[config.mk]
export PLATFORM = sky130hd
export DESIGN_NAME = ixc_clock_scheduler
export DESIGN_NICKNAME = d
export VERILOG_FILES = /design/src/rtl/ixc_clock_scheduler.sv
export SDC_FILE = /design/constraint.sdc
export NUM_CORES = 1
export LEC_CHECK = 0
export ABC_CLOCK_PERIOD_IN_PS = 6720
export BUFFER_PORTS_ARGS = -buffer_cell sky130_fd_sc_hd__buf_2
export CAP_MARGIN = 0
export CORE_MARGIN = 5
export CORE_UTILIZATION = 55
export CTS_BUF_LIST = sky130_fd_sc_hd__clkbuf_16
export CTS_CLUSTER_DIAMETER = 40
export DETAILED_ROUTE_END_ITERATION = 16
export PLACE_DENSITY = 0.74
export SETUP_SLACK_MARGIN = 0.5
export SLEW_MARGIN = 0
export SYNTH_ARGS = -nofsm -noshare
export SYNTH_HDL_FRONTEND = slang
export SYNTH_SLANG_ARGS = --single-unit
[constraint.sdc]
create_clock -name eclk -period 6.72 [get_ports eclk]
set_input_delay 0.336 -clock eclk [delete_from_list [all_inputs] [get_ports eclk]]
set_output_delay 0.336 -clock eclk [all_outputs]
set_load 0.01 [all_outputs]
[src/rtl/ixc_clock_scheduler.sv]
// rtl/ixc_clock_scheduler.sv - event scheduler for emulated clock generators
// Offers the smallest time-to-next-edge as a delta and toggles expiring clocks on commit.
module ixc_clock_scheduler #(
  parameter int NUM_CLK = 4,
  parameter int HPW     = 10,
  parameter int DW      = 11,
  parameter int TW      = 32,
  localparam int IW     = (NUM_CLK > 1) ? $clog2(NUM_CLK) : 1
) (
  input  logic               eclk,
  input  logic               rstn,
  input  logic               cfg_we,
  input  logic [IW-1:0]      cfg_idx,
  input  logic [HPW-1:0]     cfg_half_period,
  input  logic [NUM_CLK-1:0] cfg_enable,
  output logic               cfg_err,
  input  logic               run,
  output logic               adv_valid,
  input  logic               adv_ack,
  output logic [DW-1:0]      delta,
  output logic [NUM_CLK-1:0] phi,
  output logic [TW-1:0]      sim_time,
  output logic               sim_time_wrap
);

  localparam int SW = ((TW > DW) ? TW : DW) + 1;

  typedef enum logic [1:0] {S_IDLE, S_SCAN, S_OFFER, S_COMMIT} state_t;

  state_t             state_q, state_d;
  logic [HPW-1:0]     hp_q [NUM_CLK];
  logic [HPW-1:0]     hp_d [NUM_CLK];
  logic [HPW-1:0]     cd_q [NUM_CLK];
  logic [HPW-1:0]     cd_d [NUM_CLK];
  logic [NUM_CLK-1:0] en_q, en_d;
  logic [NUM_CLK-1:0] phi_q, phi_d;
  logic [IW-1:0]      scan_idx_q, scan_idx_d;
  logic [HPW-1:0]     min_q, min_d;
  logic [DW-1:0]      delta_q, delta_d;
  logic [TW-1:0]      sim_time_q, sim_time_d;
  logic               wrap_q, wrap_d;
  logic               cfg_err_q, cfg_err_d;
  logic [HPW-1:0]     cand, pick;
  logic [SW-1:0]      sum_wide;

  always_comb begin
    state_d    = state_q;
    hp_d       = hp_q;
    cd_d       = cd_q;
    en_d       = en_q;
    phi_d      = phi_q;
    scan_idx_d = scan_idx_q;
    min_d      = min_q;
    delta_d    = delta_q;
    sim_time_d = sim_time_q;
    wrap_d     = 1'b0;
    cfg_err_d  = cfg_we && (state_q != S_IDLE);
    cand       = (scan_idx_q == '0) ? '1 : min_q;
    pick       = cand;
    // Wide add so the carry out of TW bits is visible even when DW > TW.
    sum_wide   = SW'(sim_time_q) + SW'(delta_q);

    case (state_q)
      S_IDLE: begin
        en_d = cfg_enable;
        if (cfg_we && (int'(cfg_idx) < NUM_CLK)) begin
          hp_d[cfg_idx] = (cfg_half_period == '0) ? HPW'(1) : cfg_half_period;
        end
        if (run && (|cfg_enable)) begin
          for (int i = 0; i < NUM_CLK; i++) begin
            if (cfg_enable[i]) cd_d[i] = hp_q[i];
          end
          scan_idx_d = '0;
          state_d    = S_SCAN;
        end
      end
      S_SCAN: begin
        if (en_q[scan_idx_q] && (cd_q[scan_idx_q] < cand)) pick = cd_q[scan_idx_q];
        min_d = pick;
        if (scan_idx_q == IW'(NUM_CLK - 1)) begin
          delta_d = DW'(pick);
          state_d = S_OFFER;
        end else begin
          scan_idx_d = scan_idx_q + IW'(1);
        end
      end
      S_OFFER: begin
        if (adv_ack) state_d = S_COMMIT;
      end
      S_COMMIT: begin
        for (int i = 0; i < NUM_CLK; i++) begin
          if (en_q[i]) begin
            if (cd_q[i] == delta_q[HPW-1:0]) begin
              phi_d[i] = ~phi_q[i];
              cd_d[i]  = hp_q[i];
            end else begin
              cd_d[i] = cd_q[i] - delta_q[HPW-1:0];
            end
          end
        end
        sim_time_d = sum_wide[TW-1:0];
        wrap_d     = |sum_wide[SW-1:TW];
        scan_idx_d = '0;
        state_d    = run ? S_SCAN : S_IDLE;
      end
      default: state_d = S_IDLE;
    endcase
  end

  always_ff @(posedge eclk or negedge rstn) begin
    if (!rstn) begin
      state_q    <= S_IDLE;
      for (int i = 0; i < NUM_CLK; i++) begin
        hp_q[i] <= HPW'(1);
        cd_q[i] <= '0;
      end
      en_q       <= '0;
      phi_q      <= '0;
      scan_idx_q <= '0;
      min_q      <= '0;
      delta_q    <= '0;
      sim_time_q <= '0;
      wrap_q     <= 1'b0;
      cfg_err_q  <= 1'b0;
    end else begin
      state_q    <= state_d;
      hp_q       <= hp_d;
      cd_q       <= cd_d;
      en_q       <= en_d;
      phi_q      <= phi_d;
      scan_idx_q <= scan_idx_d;
      min_q      <= min_d;
      delta_q    <= delta_d;
      sim_time_q <= sim_time_d;
      wrap_q     <= wrap_d;
      cfg_err_q  <= cfg_err_d;
    end
  end

  assign adv_valid     = (state_q == S_OFFER);
  assign delta         = delta_q;
  assign phi           = phi_q;
  assign sim_time      = sim_time_q;
  assign sim_time_wrap = wrap_q;
  assign cfg_err       = cfg_err_q;

endmodule

# Word-level counts from Yosys, hierarchy flattened
# Index checks and enable logic that the tools add are counted.
dict set report classes {
  mux 34
  add_sub_neg 6
  n_eq_ne 20
  n_lt_le_gt_ge 5
  bitwise_logic 6
  reduce_logical 23
}
# cell n
set op_table {}
lappend op_table {{two-way mux 10 bit} 18}
lappend op_table {{case mux 40 bit (2 select lines)} 1}
lappend op_table {{bitwise mux 40 bit} 1}
lappend op_table {{== test 10 bit} 4}
lappend op_table {{two-way mux 40 bit} 1}
lappend op_table {{subtractor 10 bit} 4}
lappend op_table {{adder 32 x 10 -> 33 bit} 1}
lappend op_table {{inequality test 2 bit (second input constant)} 11}
lappend op_table {{binary-select mux 10 bit (select 2 bit)} 1}
lappend op_table {{demux 10 bit (select 2 bit)} 1}
lappend op_table {{AND reduction 3 bit} 6}
lappend op_table {{AND reduction 4 bit} 4}
lappend op_table {{zero test 10 bit} 1}
lappend op_table {{less-than comparator 10 bit} 1}
lappend op_table {{two-way mux 2 bit} 5}
lappend op_table {{case mux 2 bit (4 select lines)} 1}
lappend op_table {{== test 2 bit (second input constant)} 3}
lappend op_table {{>= comparator 3 bit (second input constant)} 2}
lappend op_table {{inverter 2 -> 3 bit} 2}
lappend op_table {{case mux 2 bit (3 select lines)} 1}
lappend op_table {{logical AND 1 bit} 4}
lappend op_table {{zero test 2 bit} 2}
lappend op_table {{inverter 1 bit} 4}
lappend op_table {{AND reduction 2 bit} 2}
lappend op_table {{other kinds (10)} 13}
dict set report word_totals {
  wordCells 114
  ff_bits 146
}

# Depth between registers and ports, before layout
dict set report logic_depth {
  depth_word 7
  depth_mapped 15
  ltp_nobuf 10
}

# Worst setup path before layout
# Ideal clock, no wire load.
dict set report synth_timing {
  path_type {register -> register}
  from {register scan_idx_q[0]}
  to {register min_q[0]}
  t_arrival_ps 2909
  stages_incl_launch_ff 16
  path_slack_ps 3690
  synth_period_minus_slack_ps 3030
  setup_time_ps 121
  cell_sequence {dfrtp_1 -> buf_6 -> buf_2 -> inv_1 -> ha_1 -> clkbuf_1 -> buf_1 -> nor2_1 -> ha_1 -> and4_1 -> o221ai_2 -> a21oi_2 -> nor2_4 -> o21a_2 -> buf_6 -> o22a_1}
}
dict set report synth_via {
  elab_chain_cells 7
}
# item line
set synth_lines {}
lappend synth_lines {{from (decl)} 37} ;# logic [IW-1:0] scan_idx_q, scan_idx_d;
lappend synth_lines {{from (signal assigned)} 131} ;# scan_idx_q <= scan_idx_d;
lappend synth_lines {{inverter 2 -> 3 bit (implied by the code)} 78} ;# if (en_q[scan_idx_q] && (cd_q[scan_idx_q] < cand)) pick = cd_q[scan_idx_q];
lappend synth_lines {{binary-select mux 10 bit (select 2 bit)} 78}
lappend synth_lines {{two-way mux 10 bit (implied by the code) (2 in a row)} 78}
lappend synth_lines {{less-than comparator 10 bit} 78}
lappend synth_lines {{logical AND 1 bit} 78}
lappend synth_lines {{two-way mux 10 bit (*)} 78}
lappend synth_lines {{to (signal assigned)} 132} ;# min_q <= min_d;
lappend synth_lines {{to (decl)} 38} ;# logic [HPW-1:0] min_q, min_d;
# Mark *: on every way between the ends. The rest lies on a longest branch, timed or not. The select of a mux whose other input is x is not followed.
# A chain may end at the register's enable or synchronous reset.

# Worst setup path in the final report
dict set report layout_timing {
  from {register scan_idx_q[0]}
  to {register min_q[6]}
}
# The elaborated chain is that of the path after synthesis.

==> results.txt <==
The run finished, with violations left. The checks that failed: hold timing. The combined area of all synthesized cells is 0.009181 mm2.

CTS placed an instance of sky130_fd_sc_hd__clkbuf_16 at the clock tree root. In this run the post-CTS setup repair buffer count came out at 0. After detailed placement, the total cell area comes to a little under 0.01 mm2. The post-detailed-route count of antenna-violating nets came out at 0. The final non-filler cell area came out at approximately 0.01 mm2. The total of buffers placed on input and output ports came out at 69.

Setup violations remaining at the end of the flow were counted as 0. The leakage power figure is roughly 4.7 nW. Across the run, the number of max-cap violations was 0. The number of rows created at floorplan is 47. The worst flop-to-flop path startpoint is scan_idx_q[0]$_DFFE_PN0P_. The sequential fraction of design power came out at between 20% and 30%.

The clock group share of total power is roughly 15%. The effective utilization at floorplan is 55.76%. The number of global-route vias before repair came to 7217. Detailed placement finished with a half-perimeter wire length of 17990 um. The accumulated negative setup slack is 0 ns. The portion of total power attributed to combinational logic came out at 57.1%. The share of cells above drive strength 1 is 19.02%. The pin slew with the least headroom to its limit came out at 1.086 ns. The initial antenna violation count is 0.

The wire length per cell is around 20 um. The clock tree synthesis step divided the H-tree into 4 levels. The clock slew seen by the registers of the worst setup and hold paths is about 0.060 ns. The worst setup path is captured at a register.

The overall die height came out at 139.2 um. The switching part of the total is between 40 and 50%. The number of synthesized register bits is about 150. The worst endpoint data arrival time is 3.72 ns. The detail-routed via count per cell is 6.105.

The total number of vias is about 7400. The commonest register cell after synthesis is sky130_fd_sc_hd__dfrtp_1. The largest fanout of any net on the critical path came out at 21. The number of clock sinks came out at 146.

The I/O pin total is 71. For the worst setup path, the data required time is 7.03 ns. The sequential-to-total area share from yosys stat is 39.85%.

The destination of the critical timing path is min_q[6]$_DFFE_PN0P_. In this run, CTS created clock tree buffers numbering 17. Setup repair after global routing left no endpoint under its margin. The async set-or-reset flop fraction in the synthesized netlist is 100.0%.

TritonCTS built the clock tree. The depth of the worst register-to-register path is 10. In this run, the number of DRC markers left after iteration 0 of detailed routing was 564. Clock latency on the worst-skew pair, taken at its later pin, is about 0.43 ns. In this run the worst setup path begins at scan_idx_q[0]$_DFFE_PN0P_. The peak supply drop came out at ~270 uV. The count of cells resized by post-cts repair came out at 0. The total routing usage reported by global routing is 25.64%. The final RePlAce weighted congestion came out at 0.9275. The final wirelength is 24440 um. The hold violation total from the final report is 16. The number of slew-limit violations in the final report is 0. The worst hold path belongs to the class input port to async pin. The average instance area after synthesis came out at about 10 um2. The net count of the finished layout is 1073. In this run the power density over the cells is approximately 590 mW/mm2. The worst register-to-register path ends at min_q[6]$_DFFE_PN0P_. The minimum setup slack among reg-to-reg paths is 3.31 ns. The number of flops mapped to enable cells by yosys is 0. The synthesized netlist net count came out at 1017. The kind of critical path is register to register. The final critical path takes up 50.79% of the cycle. The number of remaining DRC errors is 0. The remaining max-slew budget at the tightest pin is approximately 28%.

The clock period minus final worst setup slack is 3.413 ns. The layout overhead on the synthesized area is 11.16%. The post-route clock skew is 0.009353 ns. The worst-case clock buffer depth came out at 2. The final-layout fill cell count is roughly 1400.

The global-route wire length before repair is 39620 um. Static timing analysis puts the maximum clock frequency at a little under 300 MHz. The worst setup path is launched from a register. The maximum number of pins on one net before global-route repair came out at 90. The internal power of the cells totals around 0.0032 W.

The total number of yosys warnings is 0. The floorplan step defined a die boundary enclosing a little under 0.02 mm2. The horizontal die dimension came out at 139.2 um. The net switching power figure came out at about 0.0028 W. Hold timing on the final database bottoms out at a slack of -0.01872 ns. The core box area is 0.01647 mm2.

The cell count after synthesis is 930. Counting distinct cell types in the post-synthesis netlist gives between 60 and 70. The number of search-and-repair iterations in the first detailed-routing pass came out at 5. The number of buffers inserted by hold repair at cts is 0. The repair_antennas step left the layout with diodes totalling 0. Global routing finished with a remaining overflow of 0.
==> kinds of logic after synthesis <==
kind of cell               after synthesis  synth area share (%)
and+or+nand+nor                        287                 15.54
adders and majority gates               66                 9.403
xor gates and xnor gates                52                 4.961
other                                    1               0.04084
buffers and inverters                   78                 3.911
AOI/OAI and AO/OA                      228                 16.29
muxes                                   72                 10.02
DFF                                    146                 39.85
==> cell usage after synthesis, drive strengths merged, types with 20 or more instances <==
library cell	n	share of area, %
inv	39	1.6
nand3	24	1.3
xnor2	33	3.1
a21oi	67	3.7
mux2	49	6.0
o21ai	36	2.0
ha	61	8.3
nand2	69	3.0
dfrtp	142	39
nor2b	20	1.4
buf	27	1.8
nor2	78	3.3
nor3	25	1.4
==> placed cells by master (no fill, tap or decap), drive strengths merged, types with 17 or more instances in the layout <==
| cell type | n |
|---|---|
| a21oi | 67 |
| a31oi | 19 |
| buf | 76 |
| clkbuf | 17 |
| dfrtp | 142 |
| ha | 61 |
| inv | 47 |
| mux2 | 49 |
| nand2 | 69 |
| nand3 | 24 |
| nand4 | 18 |
| nor2 | 78 |
| nor2b | 20 |
| nor3 | 25 |
| o21ai | 36 |
| xnor2 | 33 |
| xor2 | 19 |
==> layer usage <==
metal / vias to the layer above / part of all wire, % / track usage [%]
met1: 3589 / 45 / 36.35
met2: 286 / 46 / 39.91
met3: 55 / 5.9 / 3.931
li1: 3512 / - / -
met5: - / 0 / 0
met4: 0 / 3.1 / 9.835
==> power groups by stage <==
stage	Combinational (W)	Clock (W)	Sequential [W]
floorplan	0.00271	0	0.00151
global placement	0.00330	0	0.00169
detailed placement	0.00337	0	0.00170
CTS	0.00341	0.000903	0.00168
global route	0.00385	0.000948	0.00173
finish	0.00345	0.000895	0.00170
==> metrics by stage <==
step	std cells	power, W	utilization (%)	hold WS (ns)	worst slack (ns)
final	1219	0.006041	61.98	-0.01872	3.307
after global routing	1219	0.006529	61.98	0.05119	3.040
after detailed placement	1187	0.005069	58.66	0.4573	3.337
after CTS	1219	0.005994	61.98	0.006608	3.315
after global placement	1187	0.004986	58.66	0.4539	3.363
after floorplan	930	0.004217	-	0.04041	3.690
==> sequential cells by signal, indices dropped and copies added, names as in the netlist, 4 cells and up <==
signal and flops:
cd_q 40, hp_q 40, sim_time 32, delta 10
min_q 10, en_q 4, phi 4
==> critical path, cell delays in order, from the launching register on <==
cell and delay (ns):
sky130_fd_sc_hd__dfrtp_1 0.65, sky130_fd_sc_hd__inv_1 0.15, sky130_fd_sc_hd__ha_1 0.61, sky130_fd_sc_hd__nor2_1 0.12, sky130_fd_sc_hd__ha_1 0.34, sky130_fd_sc_hd__and4_1 0.21
sky130_fd_sc_hd__o221ai_2 0.09, sky130_fd_sc_hd__a21oi_2 0.44, sky130_fd_sc_hd__nor2_4 0.16, sky130_fd_sc_hd__o21a_2 0.32, sky130_fd_sc_hd__o22a_1 0.20
==> cell type report <==
type	instances	area (um2)	share of cell area [%]
flip-flops and latches	146	3659	35.85
clock buffers	17	425.4	4.168
inverters	39	146.4	1.434
multi-input cells	706	5174	50.69
well taps	220	275.3	2.697
clock inverters	15	122.6	1.201
repair buffers	76	404.1	3.960
==> worst min-delay path by stage <==
stage / end / slack (ns) / depth (start not counted)
final: hp_q[26]$_DFFE_PN0P_ / -0.02 / 1
after global routing: hp_q[26]$_DFFE_PN0P_ / 0.05 / 1
after CTS: hp_q[26]$_DFFE_PN0P_ / 0.007 / 1
after detailed placement: hp_q[26]$_DFFE_PN0P_ / 0.46 / 1
after global placement: phi[1]$_DFFE_PN0P_ / 0.45 / 1
after floorplan: cd_q[0]$_DFFE_PN0P_ / 0.04 / 0
Power figures use the tool's default switching activity.
